==> src/rtl/lcd_timing_gen_param.sv <==
// Parametrised LCD timing generator: HSync/VSync/DE, frame RAM fetch,
// test patterns and frame-aligned start/stop, RGB565 parallel output.
// Ports: iClk/iRst (async, active high), iEn run request, iMode
// (0 RAM, 1 bars, 2 solid, 3 gray), iSolidColor, iRamRdData (1-cycle
// latency) / oRamRdAddr, oLcdHSync/oLcdVSync/oLcdDe/oLcdR/G/B,
// oFrameStart (pixel 0,0 on the outputs), oBusy (RUN or STOPPING).
module lcd_timing_gen_param #(
  parameter int H_ACTIVE = 480,
  parameter int H_FP     = 2,
  parameter int H_SYNC   = 41,
  parameter int H_BP     = 2,
  parameter int V_ACTIVE = 272,
  parameter int V_FP     = 2,
  parameter int V_SYNC   = 10,
  parameter int V_BP     = 2,
  parameter int ADDR_W   = 17,
  parameter bit HS_POL   = 1'b0,
  parameter bit VS_POL   = 1'b0
) (
  input  logic              iClk,
  input  logic              iRst,
  input  logic              iEn,
  input  logic [1:0]        iMode,
  input  logic [15:0]       iSolidColor,
  input  logic [15:0]       iRamRdData,
  output logic [ADDR_W-1:0] oRamRdAddr,
  output logic              oLcdHSync,
  output logic              oLcdVSync,
  output logic              oLcdDe,
  output logic [4:0]        oLcdR,
  output logic [5:0]        oLcdG,
  output logic [4:0]        oLcdB,
  output logic              oFrameStart,
  output logic              oBusy
);

  localparam int H_TOTAL = H_ACTIVE + H_FP + H_SYNC + H_BP;
  localparam int V_TOTAL = V_ACTIVE + V_FP + V_SYNC + V_BP;
  localparam int HCW = $clog2(H_TOTAL);
  // at least 9 bits so the gray ramp can take h[8:4]
  localparam int HW = (HCW > 9) ? HCW : 9;
  localparam int VW = (V_TOTAL > 2) ? $clog2(V_TOTAL) : 1;
  localparam int BW = (H_ACTIVE >= 8) ? H_ACTIVE / 8 : 1;
  localparam int NPIX = H_ACTIVE * V_ACTIVE;

  localparam logic [HW-1:0] H_LAST  = HW'(H_TOTAL - 1);
  localparam logic [VW-1:0] V_LAST  = VW'(V_TOTAL - 1);
  localparam logic [HW-1:0] H_ACT   = HW'(H_ACTIVE);
  localparam logic [VW-1:0] V_ACT   = VW'(V_ACTIVE);
  localparam logic [HW-1:0] HS_BEG  = HW'(H_ACTIVE + H_FP);
  localparam logic [HW-1:0] HS_END  = HW'(H_ACTIVE + H_FP + H_SYNC);
  localparam logic [VW-1:0] VS_BEG  = VW'(V_ACTIVE + V_FP);
  localparam logic [VW-1:0] VS_END  = VW'(V_ACTIVE + V_FP + V_SYNC);
  localparam logic [HW-1:0] BW_LAST = HW'(BW - 1);
  localparam logic [ADDR_W-1:0] A_LAST = ADDR_W'(NPIX - 1);

  typedef enum logic [1:0] {
    S_IDLE = 2'd0,
    S_RUN  = 2'd1,
    S_STOP = 2'd2
  } state_e;

  state_e state_q, state_d;

  logic [HW-1:0]     h_q, h_d;
  logic [VW-1:0]     v_q, v_d;
  logic [ADDR_W-1:0] addr_q, addr_d;
  logic [1:0]        mode_q, mode_d;
  logic [15:0]       solid_q, solid_d;
  logic [HW-1:0]     bcnt_q, bcnt_d;
  logic [2:0]        bidx_q, bidx_d;

  logic        de1_q, de1_d;
  logic        hs1_q, hs1_d;
  logic        vs1_q, vs1_d;
  logic        fs1_q, fs1_d;
  logic        ram1_q, ram1_d;
  logic [15:0] col1_q, col1_d;

  logic        de2_q, de2_d;
  logic        hs2_q, hs2_d;
  logic        vs2_q, vs2_d;
  logic        fs2_q, fs2_d;
  logic [15:0] rgb2_q, rgb2_d;

  logic        act;
  logic        h_last;
  logic        v_last;
  logic        frame_end;
  logic        vis;
  logic        new_frame;
  logic [4:0]  gray;
  logic [15:0] bar_col;
  logic [15:0] pat;

  always_comb begin
    act       = (state_q != S_IDLE);
    h_last    = (h_q == H_LAST);
    v_last    = (v_q == V_LAST);
    frame_end = act && h_last && v_last;
    vis       = act && (h_q < H_ACT) && (v_q < V_ACT);
    new_frame = ((state_q == S_IDLE) && iEn) || frame_end;

    state_d = state_q;
    unique case (state_q)
      S_IDLE: if (iEn) state_d = S_RUN;
      S_RUN:  if (!iEn) state_d = S_STOP;
      S_STOP: begin
        if (iEn) state_d = S_RUN;
        else if (frame_end) state_d = S_IDLE;
      end
      default: state_d = S_IDLE;
    endcase

    h_d = '0;
    v_d = '0;
    if (act) begin
      if (h_last) begin
        h_d = '0;
        v_d = v_last ? '0 : v_q + 1'b1;
      end else begin
        h_d = h_q + 1'b1;
        v_d = v_q;
      end
    end

    addr_d = '0;
    if (act) begin
      addr_d = addr_q;
      if (vis) addr_d = (addr_q == A_LAST) ? '0 : addr_q + 1'b1;
    end

    mode_d  = new_frame ? iMode : mode_q;
    solid_d = new_frame ? iSolidColor : solid_q;

    // bar position tracks h with a run counter; extra pixels stay on bar 7
    bcnt_d = '0;
    bidx_d = '0;
    if (act && !h_last) begin
      if (bcnt_q == BW_LAST) begin
        bcnt_d = '0;
        bidx_d = (bidx_q == 3'd7) ? bidx_q : bidx_q + 1'b1;
      end else begin
        bcnt_d = bcnt_q + 1'b1;
        bidx_d = bidx_q;
      end
    end

    unique case (bidx_q)
      3'd0: bar_col = 16'hFFFF;
      3'd1: bar_col = 16'hFFE0;
      3'd2: bar_col = 16'h07FF;
      3'd3: bar_col = 16'h07E0;
      3'd4: bar_col = 16'hF81F;
      3'd5: bar_col = 16'hF800;
      3'd6: bar_col = 16'h001F;
      default: bar_col = 16'h0000;
    endcase

    gray = h_q[8:4];
    unique case (mode_q)
      2'd1: pat = bar_col;
      2'd2: pat = solid_q;
      2'd3: pat = {gray, gray, gray[4], gray};
      default: pat = 16'h0000;
    endcase

    de1_d  = vis;
    hs1_d  = (act && h_q >= HS_BEG && h_q < HS_END) ? HS_POL : ~HS_POL;
    vs1_d  = (act && v_q >= VS_BEG && v_q < VS_END) ? VS_POL : ~VS_POL;
    fs1_d  = act && (h_q == '0) && (v_q == '0);
    ram1_d = (mode_q == 2'd0);
    col1_d = vis ? pat : 16'h0000;

    // RAM data for the stage-1 address arrives this cycle
    de2_d  = de1_q;
    hs2_d  = hs1_q;
    vs2_d  = vs1_q;
    fs2_d  = fs1_q;
    rgb2_d = 16'h0000;
    if (de1_q) rgb2_d = ram1_q ? iRamRdData : col1_q;
  end

  always_ff @(posedge iClk or posedge iRst) begin
    if (iRst) begin
      state_q <= S_IDLE;
      h_q     <= '0;
      v_q     <= '0;
      addr_q  <= '0;
      mode_q  <= '0;
      solid_q <= '0;
      bcnt_q  <= '0;
      bidx_q  <= '0;
      de1_q   <= 1'b0;
      hs1_q   <= ~HS_POL;
      vs1_q   <= ~VS_POL;
      fs1_q   <= 1'b0;
      ram1_q  <= 1'b0;
      col1_q  <= '0;
      de2_q   <= 1'b0;
      hs2_q   <= ~HS_POL;
      vs2_q   <= ~VS_POL;
      fs2_q   <= 1'b0;
      rgb2_q  <= '0;
    end else begin
      state_q <= state_d;
      h_q     <= h_d;
      v_q     <= v_d;
      addr_q  <= addr_d;
      mode_q  <= mode_d;
      solid_q <= solid_d;
      bcnt_q  <= bcnt_d;
      bidx_q  <= bidx_d;
      de1_q   <= de1_d;
      hs1_q   <= hs1_d;
      vs1_q   <= vs1_d;
      fs1_q   <= fs1_d;
      ram1_q  <= ram1_d;
      col1_q  <= col1_d;
      de2_q   <= de2_d;
      hs2_q   <= hs2_d;
      vs2_q   <= vs2_d;
      fs2_q   <= fs2_d;
      rgb2_q  <= rgb2_d;
    end
  end

  assign oRamRdAddr  = addr_q;
  assign oLcdHSync   = hs2_q;
  assign oLcdVSync   = vs2_q;
  assign oLcdDe      = de2_q;
  assign oLcdR       = rgb2_q[15:11];
  assign oLcdG       = rgb2_q[10:5];
  assign oLcdB       = rgb2_q[4:0];
  assign oFrameStart = fs2_q;
  assign oBusy       = (state_q != S_IDLE);

endmodule

==> config.mk <==
export PLATFORM = sky130hd
export DESIGN_NAME = lcd_timing_gen_param
export DESIGN_NICKNAME = d
export VERILOG_FILES = /design/src/rtl/lcd_timing_gen_param.sv
export SDC_FILE = /design/constraint.sdc
export NUM_CORES = 1
export LEC_CHECK = 0
export CORE_ASPECT_RATIO = 1.1
export CORE_MARGIN = 8
export CORE_UTILIZATION = 30
export CTS_CLUSTER_SIZE = 24
export DETAILED_ROUTE_END_ITERATION = 12
export HOLD_SLACK_MARGIN = 0.05
export MAX_ROUTING_LAYER = met4
export PLACE_DENSITY = 0.51
export SETUP_SLACK_MARGIN = 0.4
export SYNTH_ARGS = -nofsm -noshare
export SYNTH_HDL_FRONTEND = slang
export SYNTH_SLANG_ARGS = --single-unit
==> constraint.sdc <==
create_clock -name iClk -period 6.43 [get_ports iClk]
set_input_delay 0.9645 -clock iClk [delete_from_list [all_inputs] [get_ports iClk]]
set_output_delay 0.9645 -clock iClk [all_outputs]
set_load 0.02 [all_outputs]
# --- Word level (Yosys, flattened, before mapping) ---
# Cells that the tools add are included.
totals:
  out_inout_bits: 38
  regBits: 110
  latch_bits: 0
  elab_cells: 100
  mem_bits_rw: 0
  mem_count: 0
  rom_bits: 0
  input_bits: 37
op_classes:
  muxes: 25
  order_cmp: 6
  bitwise_logic: 0
  div_mod_pow: 0
  eq_ne: 23
  n_reduce_logical: 22
  addsub: 5
  shift: 0
  multipliers: 0
op_table:
  columns: ["op", "n"]
  rows:
  - ["$pmux 16 s7", 1]
  - ["$mux 17", 3]
  - ["$mux 16", 3]
  - ["$pmux 16 s3", 1]
  - ["$mux 10", 4]
  - ["$mux 9", 3]
  - ["$add 10x1->10 const B", 2]
  - ["$lt 9x9->1 const B", 2]
  - ["$add 17x1->17 const B", 1]
  - ["$eq 17x17->1 const B", 1]
  - ["$eq 3x3->1 const B", 4]
  - ["$logic_and 1x1->1", 12]
  - ["$eq 10x10->1 const B", 1]
  - ["$eq 10x6->1 const B", 1]
  - ["$ge 10x9->1 const B", 1]
  - ["$logic_not 10->1", 1]
  - ["$lt 10x10->1 const B", 1]
  - ["$lt 10x9->1 const B", 1]
  - ["$add 9x1->9 const B", 1]
  - ["$eq 9x9->1 const B", 1]
  - ["$ge 9x9->1 const B", 1]
  - ["$logic_not 9->1", 1]
  - ["$mux 3", 3]
  - ["$mux 2", 4]
  - ["other kinds (17)", 27]

# --- Logic depth before layout (Yosys ltp) ---
# Gate-level depths: netlist (run 1).
logic_depth:
  depth_word: 6
  ltp_mapped: 7
  depth_no_buf: 6

# --- Worst setup path after synthesis (run 1) ---
# OpenSTA, ideal clock, no wires.
synth_timing:
  path_type: "reg2reg"
  from: "register v_q[0]"
  to: "register solid_q[0]"
  t_arrival_ps: 1905
  n_path_buf: 1
  period_less_slack_ps: 2032
  path_stages_with_launch: 7
  path_slack_ps: 4398
  t_required_ps: 6302
  setup_ps: 128
  cell_sequence: "dfrtp_1 > ha_1 > and3_1 > and4_1 > a32oi_4 > buf_4 > mux2_1"
synth_via:
  elab_chain_len: 3
synth_lines:
  columns: ["item", "line", "rtl"]
  rows:
  - ["from (decl)", "66", "logic [VW-1:0] v_q, v_d;"]
  - ["from (signal assigned)", "208", "v_q <= v_d;"]
  - ["$eq 9x9->1", "99", "v_last = (v_q == V_LAST);"]
  - ["$logic_and 1x1->1", "100", "frame_end = act && h_last && v_last;"]
  - ["$logic_or 1x1->1", "102", "new_frame = ((state_q == S_IDLE) && iEn) || frame_end;"]
  - ["to (signal assigned)", "211", "solid_q <= solid_d;"]
  - ["to (decl)", "69", "logic [15:0] solid_q, solid_d;"]
# No other way between the ends.
# A chain may end at the register's enable or synchronous reset.

# --- Worst setup path after layout (run 1) ---
layout_timing:
  from: "register state_q[1]"
  to: "output port oBusy"
layout_via:
  elab_chain_len: 1
layout_lines:
  columns: ["item", "line", "rtl"]
  rows:
  - ["from (decl)", "63", "state_e state_q, state_d;"]
  - ["from (signal assigned)", "206", "state_q <= state_d;"]
  - ["$reduce_bool 2->1", "236", "assign oBusy = (state_q != S_IDLE);"]
  - ["to (decl)", "34", "output logic oBusy"]
# No other way between the ends.

==> impl_metrics.tcl, run 1 <==
set metrics [dict create \
    synth_compound_gate_area_share_pct 11.1 \
    synth_xor_area_share_pct 3.25 \
    leakage_uw 0.00271 \
    cts_tree "built" \
    yosys.area.top_type "dfrtp_1" \
    ys_ff_latch 110 \
    final_antenna_net_count 0 \
    ir_drop_mv 0.136 \
    wl_per_cell_um 15.5 \
    viasPerCell 4.87 \
    gp_congestion 0.813 \
    hp-class "flip-flop to flip-flop" \
    numPortBuffers 74 \
    cpPeakStageDelay_ps 670 \
    power.density_nw_per_um2 275 \
    hold_viol 0 \
    max-cap-violations 0 \
    route.met3.wl_um 611 \
    p_int_uw 1340 \
    yosys.area_share.simple_pct 19.8 \
    skew_ps 15.7 \
    drc 0 \
    clk_pin_slew_ps 80 \
    nets 613 \
    required_ps 5470 \
    coreArea_um2 17700 \
    p_comb_share_pct 16.2 \
    switching_power_uw 476 \
    async_reset_ff_share_pct 100 \
    tightest_slew_ps 801 \
    cts-buffers-inserted 9 \
    finalPower_uw 1820 \
    cp_num_buf_inv 2 \
    synth_mux_area_share_pct 7.14 \
    clock_latency_ps 360 \
    cts.path.max_buffers 2 \
    syn2layout_area_growth_pct 23.0 \
    cts_setup_buffers 0 \
    synth_enable_flop_cells 0 \
    netlist_area_um2 5380 \
    nFillCells 1767 \
    synth_cells 506 \
    grt_remaining_overflow 0 \
    synth_top_area_share_pct 49.3 \
    finalSetupTns_ps 0 \
    final-seq-area_um2 2760 \
    wl_met1_mm 5.92 \
    yosys_warnings 0 \
    design.die.area_um2 22500 \
    wl_met2_mm 5.75 \
    min_period_ps 3270 \
    pre_cts_slack_ps 3540 \
    critical_path.max_fanout 25 \
    criticalPathCategory "flip-flop to output port" \
    crit_arrival_ps 2310 \
    start_util_pct 30.5 \
    antenna_cells 0 \
    grt_setup_unrepaired "false" \
    fmax_ghz 0.306 \
    crit_chain "nor2_8 -> inv_1 -> clkdlybuf4s50_1" \
    wirelength_mm 12.5 \
    synthAdderAreaFrac_pct 3.02 \
    cp_top_family "buffers and inverters" \
    synth_top_family_by_area "simple AND/OR/NAND/NOR gates" \
    syn_nets 556 \
    drtPass1Iterations 4 \
    antenna_found_initial 0 \
    relSlewSlack_pct 46.6 \
    synth_commonest_cells "106 x dfrtp_1, 44 x nand2_1, 31 x nor2_1" \
    synth-seq-area-share_pct 51.2 \
    postSynthAreaPerCell_um2 10.6 \
    endpoint_kind "output port" \
    die_height_um 156 \
    pwr-share-seq_pct 46.4 \
    status "completed" \
    min_period_over_period_pct 50.9 \
    cts_resized 0 \
    setup_viol 0 \
    cts.sinks 110 \
    synthFlopType "dfrtp_1" \
    pwr-share-clk_pct 37.4 \
    vias 3922 \
    synth.area.top_cells "dfrtp_1 49%, mux2i_1 3.2%, nand2_1 3.1%, ha_1 3.0%, a21oi_1 2.4%" \
    grt_pass1_vias 3873 \
    critPathLaunchType "flip-flop" \
    grt_use_total_pct 11.6 \
    dp_hpwl_mm 8.86 \
    grt_pass1_wl_mm 20.3 \
    drt_iter0_drc 234 \
    slew_violations 0 \
    yosysMostFrequentCell "dfrtp_1" \
    drive_gt1_share_pct 7.75 \
    dieWidth_um 144 \
    synth.distinct_cells 65 \
    grt_max_degree 61 \
    cp_slowest_cell "clkdlybuf4s50_1" \
    cts_hold_buf 0 \
    whs_ps 351 \
    io_pins 75 \
    sw_frac_of_total_pct 26.2 \
    cts_max_level 3 \
    setup_ws_ps 3160 \
    multiInputGateArea_um2 2380 \
    rows 51 \
    cts-root-buf "clkbuf_16" \
    top_layer "met4" \
]
[through the flow]
step	std cells	utilization, %	instance area, um2
finish	806	37.5	6620
global route	806	37.5	6620
CTS	806	37.5	6620
detailed placement	790	35.4	6260
global placement	790	35.4	6260
floorplan	506	-	5380
[cell type report]
class | count | share of cell area (%)
clock buffers | 11 | 3.52
clock inverters | 5 | 1.95
inverters | 19 | 1.12
multi-input cells | 348 | 36.0
flip-flops and latches | 110 | 41.7
well taps | 238 | 4.50
repair buffers | 75 | 11.3
[flip-flops by register name, indices dropped and copies added, names as in the netlist, 2 cells and up]
name        cells
bcnt_q         10
v_q             9
solid_q        16
oRamRdAddr     17
h_q            10
state_q         2
col1_q         16
mode_q          2
bidx_q          3
rgb2_q         16
[layer usage]
layer	vias to the layer above	global-route usage, %
li1	1916	-
met1	1907	14.9
met2	86	17.9
met3	13	2.47
met4	0	3.76
met5	-	-
[power by group through the flow]
stage | Sequential (uW) | Combinational (uW) | Clock, uW
after floorplan | 852 | 179 | 0
after global placement | 855 | 296 | 0
after detailed placement | 859 | 299 | 0
after CTS | 844 | 302 | 701
after global routing | 857 | 323 | 733
final | 843 | 295 | 680
[worst paths after layout]
check	start	endpoint	slack (ps)	cells past startpoint
max in group asynchronous	iRst	oRamRdAddr[6]$_DFFE_PP0P_	4160	3
setup / recovery	state_q[1]$_DFFE_PP0P_	oBusy	3160	3
hold reg to reg	fs1_q$_DFF_PP0_	oFrameStart$_DFF_PP0_	350	0
hold / removal	fs1_q$_DFF_PP0_	oFrameStart$_DFF_PP0_	350	0
setup reg to reg	state_q[1]$_DFFE_PP0P_	solid_q[14]$_DFFE_PP0P_	3540	5
min in group asynchronous	iRst	rgb2_q[5]$_DFF_PP0_	1060	2
[logic make-up (layout without fill, tap and decap cells)]
family / after synthesis / count (layout)
AO/OA/AOI/OAI: 85 / 85
buffers and inverters: 48 / 110
AND/OR/NAND/NOR: 194 / 194
flip-flops: 110 / 110
adder cells (fa/ha/maj): 13 / 13
XOR/XNOR: 20 / 20
multiplexers: 36 / 36
[cell usage in the layout (no fill, tap or decap), types with 3 or more instances in the layout]
| master | count |
|---|---|
| clkdlybuf4s50_1 | 74 |
| nor2_1 | 31 |
| nand2_1 | 44 |
| a21oi_1 | 26 |
| and4_1 | 6 |
| mux2_2 | 9 |
| clkbuf_16 | 9 |
| ha_1 | 13 |
| nor3_1 | 13 |
| nor4_1 | 7 |
| o21ai_0 | 18 |
| nand4_1 | 11 |
| nand3_1 | 24 |
| mux2_1 | 10 |
| o211ai_1 | 8 |
| and2_1 | 4 |
| a21boi_0 | 3 |
| or4_1 | 6 |
| o31ai_1 | 3 |
| bufinv_16 | 4 |
| xnor2_1 | 10 |
| a211oi_1 | 11 |
| inv_1 | 18 |
| dfstp_2 | 4 |
| xor2_1 | 10 |
| and3_1 | 8 |
| dfrtp_1 | 106 |
| mux2i_1 | 17 |
| nor2b_1 | 19 |
Note: power is estimated with default switching activity, not from simulation.
==> run 2, diff against run 1 <==
Settings changed: PLACE_DENSITY 0.51 to 0.53.
Clock period 6.43 ns to 2.82 ns, I/O delays scaled along.
==> impl_metrics.tcl, run 2 (synthesis results as in run 1) <==
set metrics [dict create \
    hold_viol 0 \
    nFillCells 1771 \
    relSlewSlack_pct 46.2 \
    cts_hold_buf 0 \
    crit_path_start "state_q[0]$_DFFE_PP0P_" \
    hold_depth 0 \
    grt_remaining_overflow 0 \
    grt_use_total_pct 11.8 \
    dieWidth_um 144 \
    cts_setup_buffers 0 \
    setup_viol 0 \
    finalSetupTns_ps 0 \
    drtPass1Iterations 6 \
    placed_cells 795 \
    antenna_cells 0 \
    cts_tree "built" \
    power.density_nw_per_um2 593 \
    leakage_uw 0.00272 \
    p_int_uw 2760 \
    pwr-share-seq_pct 48.7 \
    final_common_cell "dfrtp_1" \
    largest_reg_flops 17 \
    pwr-share-clk_pct 33.8 \
    final_antenna_net_count 0 \
    hp-class "flip-flop to flip-flop" \
    grt_pass1_vias 3880 \
    tightest_slew_ps 807 \
    cts_resized 0 \
    cts.path.max_buffers 2 \
    rows 51 \
    reg2reg_slack_ps 640 \
    start_util_pct 30.5 \
    cts_max_level 3 \
    r2r_start "state_q[0]$_DFFE_PP0P_" \
    worstRegToRegCells 6 \
    drc 0 \
    criticalPathCategory "flip-flop to output port" \
    grt_setup_unrepaired "false" \
    finalPower_uw 3950 \
    ir_drop_mv 0.299 \
    hold_start "vs1_q$_DFF_PP1_" \
    reg2reg_to "mode_q[1]$_DFFE_PP0P_" \
    vias 3925 \
    stdcell_count 812 \
    cts.sinks 110 \
    skew_ps 10.2 \
    p_comb_share_pct 17.5 \
    wl_per_cell_um 15.7 \
    required_ps 2400 \
    drt_iter0_drc 308 \
    clock_latency_ps 360 \
    cts-root-buf "clkbuf_16" \
    pre_cts_slack_ps 575 \
    clk_pin_slew_ps 80 \
    hold_path_end "oLcdVSync$_DFF_PP1_" \
    endpoint_kind "output port" \
    fmax_ghz 0.432 \
    syn2layout_area_growth_pct 23.6 \
    mostFrequentLayoutCells "106 x dfrtp_1, 74 x clkdlybuf4s50_1, 44 x nand2_1" \
    post-route-util_pct 37.6 \
    setup_ws_ps 503 \
    drive_gt1_share_pct 9.06 \
    design.die.area_um2 22500 \
    die_height_um 156 \
    switching_power_uw 1190 \
    crit_arrival_ps 1890 \
    nets 619 \
    grt_max_degree 51 \
    coreArea_um2 17700 \
    io_pins 75 \
    sw_frac_of_total_pct 30.1 \
    cts-buffers-inserted 9 \
    gp_congestion 0.892 \
    critical_path.max_fanout 13 \
    numPortBuffers 74 \
    viasPerCell 4.83 \
    slew_violations 0 \
    min_period_over_period_pct 82.2 \
    dp_hpwl_mm 9.16 \
    max-cap-violations 0 \
    wirelength_mm 12.7 \
    grt_pass1_wl_mm 20.4 \
    min_period_ps 2320 \
    antenna_found_initial 0 \
    critPathLaunchType "flip-flop" \
    status "completed" \
]
[run 2: cell count changes in the layout (fill, tap and decap cells not counted)]
cell / previous run / this run
clkinv_8: 0 / 3
inv_8: 0 / 1
buf_12: 0 / 2
inv_6: 1 / 2
buf_4: 1 / 4
clkinvlp_4: 0 / 1
inv_4: 1 / 0
inv_12: 0 / 1
bufinv_16: 4 / 0
clkbuf_1: 2 / 0
nor2_4: 0 / 1
[run 2: power by group through the flow]
stage	Combinational, uW	Sequential [uW]	Clock, uW
after detailed placement	701	1960	0
after floorplan	409	1940	0
after global routing	756	1950	1440
after global placement	688	1950	0
final	691	1920	1330
after CTS	704	1920	1370
[run 2: metrics by stage]
step,hold WS [ps],cell area [um2]
after floorplan,331,5390
after global routing,368,6650
final,360,6650
after detailed placement,347,6320
after global placement,348,6320
after CTS,359,6640
[run 2: worst max path at each step]
| stage | to | depth (start not counted) |
|---|---|---|
| 2_1_floorplan | solid_q[0]$_DFFE_PP0P_ | 6 |
| 3_3_place_gp | solid_q[10]$_DFFE_PP0P_ | 6 |
| 3_5_place_dp | mode_q[1]$_DFFE_PP0P_ | 6 |
| 4_1_cts | oBusy | 3 |
| 5_1_grt | oBusy | 3 |
| 6_report | oBusy | 3 |
[run 2: routing by layer]
metal  GRT usage (%)  wire length [um]  vias to the layer above
met1            15.2              5980                     1885
met5               -                 0                        -
met3            2.38               602                       11
li1                -                 -                     1937
met2            18.0              5980                       92
met4            4.31               143                        0
[run 2: critical path, stage by stage, from the launching register on]
cell and delay [ps]:
dfrtp_1 510, nor2_8 300, inv_1 110, clkdlybuf4s50_1 610
[run 2: final cells by class]
cell class / instances / area [um2] / share of cell area [%]
flip-flops and latches: 110 / 2760 / 41.5
multi-input cells: 349 / 2390 / 36.0
repair buffers: 80 / 811 / 12.2
well taps: 238 / 298 / 4.48
clock buffers: 9 / 225 / 3.39
clock inverters: 7 / 93.8 / 1.41
inverters: 19 / 75.1 / 1.13
==> run 3, diff against run 2 <==
Settings changed: PLACE_DENSITY 0.53 to 0.51.
Clock period 2.82 ns to 2.4 ns, I/O delays scaled along.
==> impl_metrics.tcl, run 3 (synthesis results as in run 1) <==
set metrics [dict create \
    met3_usage_pct 2.01 \
    hold_start "vs1_q$_DFF_PP1_" \
    reg2reg_to "solid_q[11]$_DFFE_PP0P_" \
    viasPerCell 4.83 \
    rows 51 \
    cts-root-buf "clkbuf_16" \
    dieWidth_um 144 \
    start_util_pct 30.5 \
    critPathLaunchType "flip-flop" \
    status "completed" \
    nets 636 \
    setup_viol 0 \
    cp_slowest_cell "dfrtp_2" \
    grt_pass1_wl_mm 20.8 \
    drc 0 \
    cts-buffers-inserted 9 \
    grt_most_used_layer "met2" \
    final_common_cell "dfrtp_1" \
    die_height_um 156 \
    dp_hpwl_mm 8.95 \
    hold_viol 0 \
    crit_path_start "v_q[0]$_DFFE_PP0N_" \
    slew_violations 0 \
    grt_pass1_vias 4015 \
    tightest_slew_ps 808 \
    io_pins 75 \
    cts.path.max_buffers 2 \
    drt_iter0_drc 253 \
    numPortBuffers 74 \
    finalPower_uw 4780 \
    cpPeakStageDelay_ps 450 \
    met2_usage_pct 18.7 \
    required_ps 2640 \
    drive_gt1_share_pct 14.0 \
    criticalPathCategory "flip-flop to flip-flop" \
    hp-class "flip-flop to flip-flop" \
    critical_path.max_fanout 5 \
    antenna_found_initial 0 \
    relSlewSlack_pct 46.1 \
    wirelength_mm 13.0 \
    wl_per_cell_um 15.7 \
    crit_arrival_ps 2210 \
    p_comb_share_pct 18.6 \
    clk_pin_slew_ps 70 \
    placed_cells 802 \
    endpoint_kind "flip-flop" \
    hold_path_end "oLcdVSync$_DFF_PP1_" \
    grtUsageMet1_pct 15.1 \
    stdcell_count 829 \
    p_int_uw 3440 \
    final_antenna_net_count 0 \
    grt_remaining_overflow 0 \
    pwr-share-clk_pct 34.6 \
    cts_tree "built" \
    gp_congestion 0.809 \
    max-cap-violations 0 \
    whs_ps 358 \
    cts_max_level 3 \
    worstRegToRegCells 7 \
    syn2layout_area_growth_pct 28.6 \
    antenna_cells 0 \
    skew_ps 11.2 \
    r2r_start "v_q[0]$_DFFE_PP0N_" \
    switching_power_uw 1330 \
    grt_setup_unrepaired "false" \
    post-route-util_pct 39.2 \
    ir_drop_mv 0.335 \
    cts.sinks 110 \
    crit_chain "ha_4 -> and3_4 -> and4_4 -> a32oi_4 -> buf_12 -> clkbuf_16 -> mux2_2" \
    reg2reg_slack_ps 430 \
    leakage_uw 0.00285 \
    largest_reg_flops 17 \
    vias 4001 \
    min_period_over_period_pct 82.2 \
    fmax_ghz 0.507 \
    pwr-share-seq_pct 46.7 \
    nFillCells 1739 \
    clock_latency_ps 360 \
    mostFrequentLayoutCells "99 x dfrtp_1, 73 x clkdlybuf4s50_1, 44 x nand2_1" \
    finalSetupTns_ps 0 \
    power.density_nw_per_um2 690 \
    design.die.area_um2 22500 \
    coreArea_um2 17700 \
    grt_use_total_pct 12.0 \
    drtPass1Iterations 4 \
    hold_depth 0 \
    min_period_ps 1970 \
    grt_max_degree 111 \
    cts_hold_buf 0 \
    sw_frac_of_total_pct 27.9 \
]
==> run 3: metal layers <==
layer  up-vias  share of wire (%)
li1       1971                  -
met1      1923                 48
met2        93                 46
met3        14                4.0
met4         0                1.8
met5         -                  0
==> run 3: area by class of cell <==
class / count / area [um2] / area share [%]
multi-input cells: 348 / 2460 / 35.6
clock buffers: 9 / 225 / 3.25
inverters: 19 / 75.1 / 1.08
clock inverters: 7 / 101 / 1.46
well taps: 238 / 298 / 4.30
flip-flops and latches: 110 / 2770 / 40.0
repair buffers: 98 / 996 / 14.4
==> run 3: how the worst max path moves through the flow <==
stage	depth (start not counted)	endpoint
after floorplan	6	solid_q[0]$_DFFE_PP0P_
after global placement	7	solid_q[10]$_DFFE_PP0P_
after detailed placement	7	mode_q[0]$_DFFE_PP0P_
after CTS	4	oRamRdAddr[13]$_DFFE_PP0P_
after global routing	7	solid_q[11]$_DFFE_PP0P_
final	7	solid_q[11]$_DFFE_PP0P_
==> run 3: power by group through the flow <==
stage | Combinational, uW | Clock (uW) | Sequential, uW
3_5_place_dp | 869 | 0 | 2270
5_1_grt | 978 | 1780 | 2260
3_3_place_gp | 863 | 0 | 2270
4_1_cts | 877 | 1700 | 2230
6_report | 890 | 1650 | 2230
2_1_floorplan | 481 | 0 | 2280
==> run 3: worst max-delay path: cells and delay by family (launching register included) <==
kind | cells | cell delay, ps
fa+ha+maj | 1 | 170
compound gates | 1 | 250
buf+inv | 2 | 300
simple gates | 2 | 380
mux | 1 | 320
flops | 1 | 450
==> run 3: what timing repair did <==
action                     in CTS  in global routing
pin swaps                       0                  3
setup endpoints to repair      19                 32
cloned                          0                  3
setup buffers                   0                  8
resized for setup               6                 17
==> run 3: stage by stage <==
step           setup slack (ps)  area [um2]
6_report                    427        6920
5_1_grt                     396        6920
4_1_cts                     409        6710
3_5_place_dp                339        6360
3_3_place_gp                379        6360
2_1_floorplan               442        5390
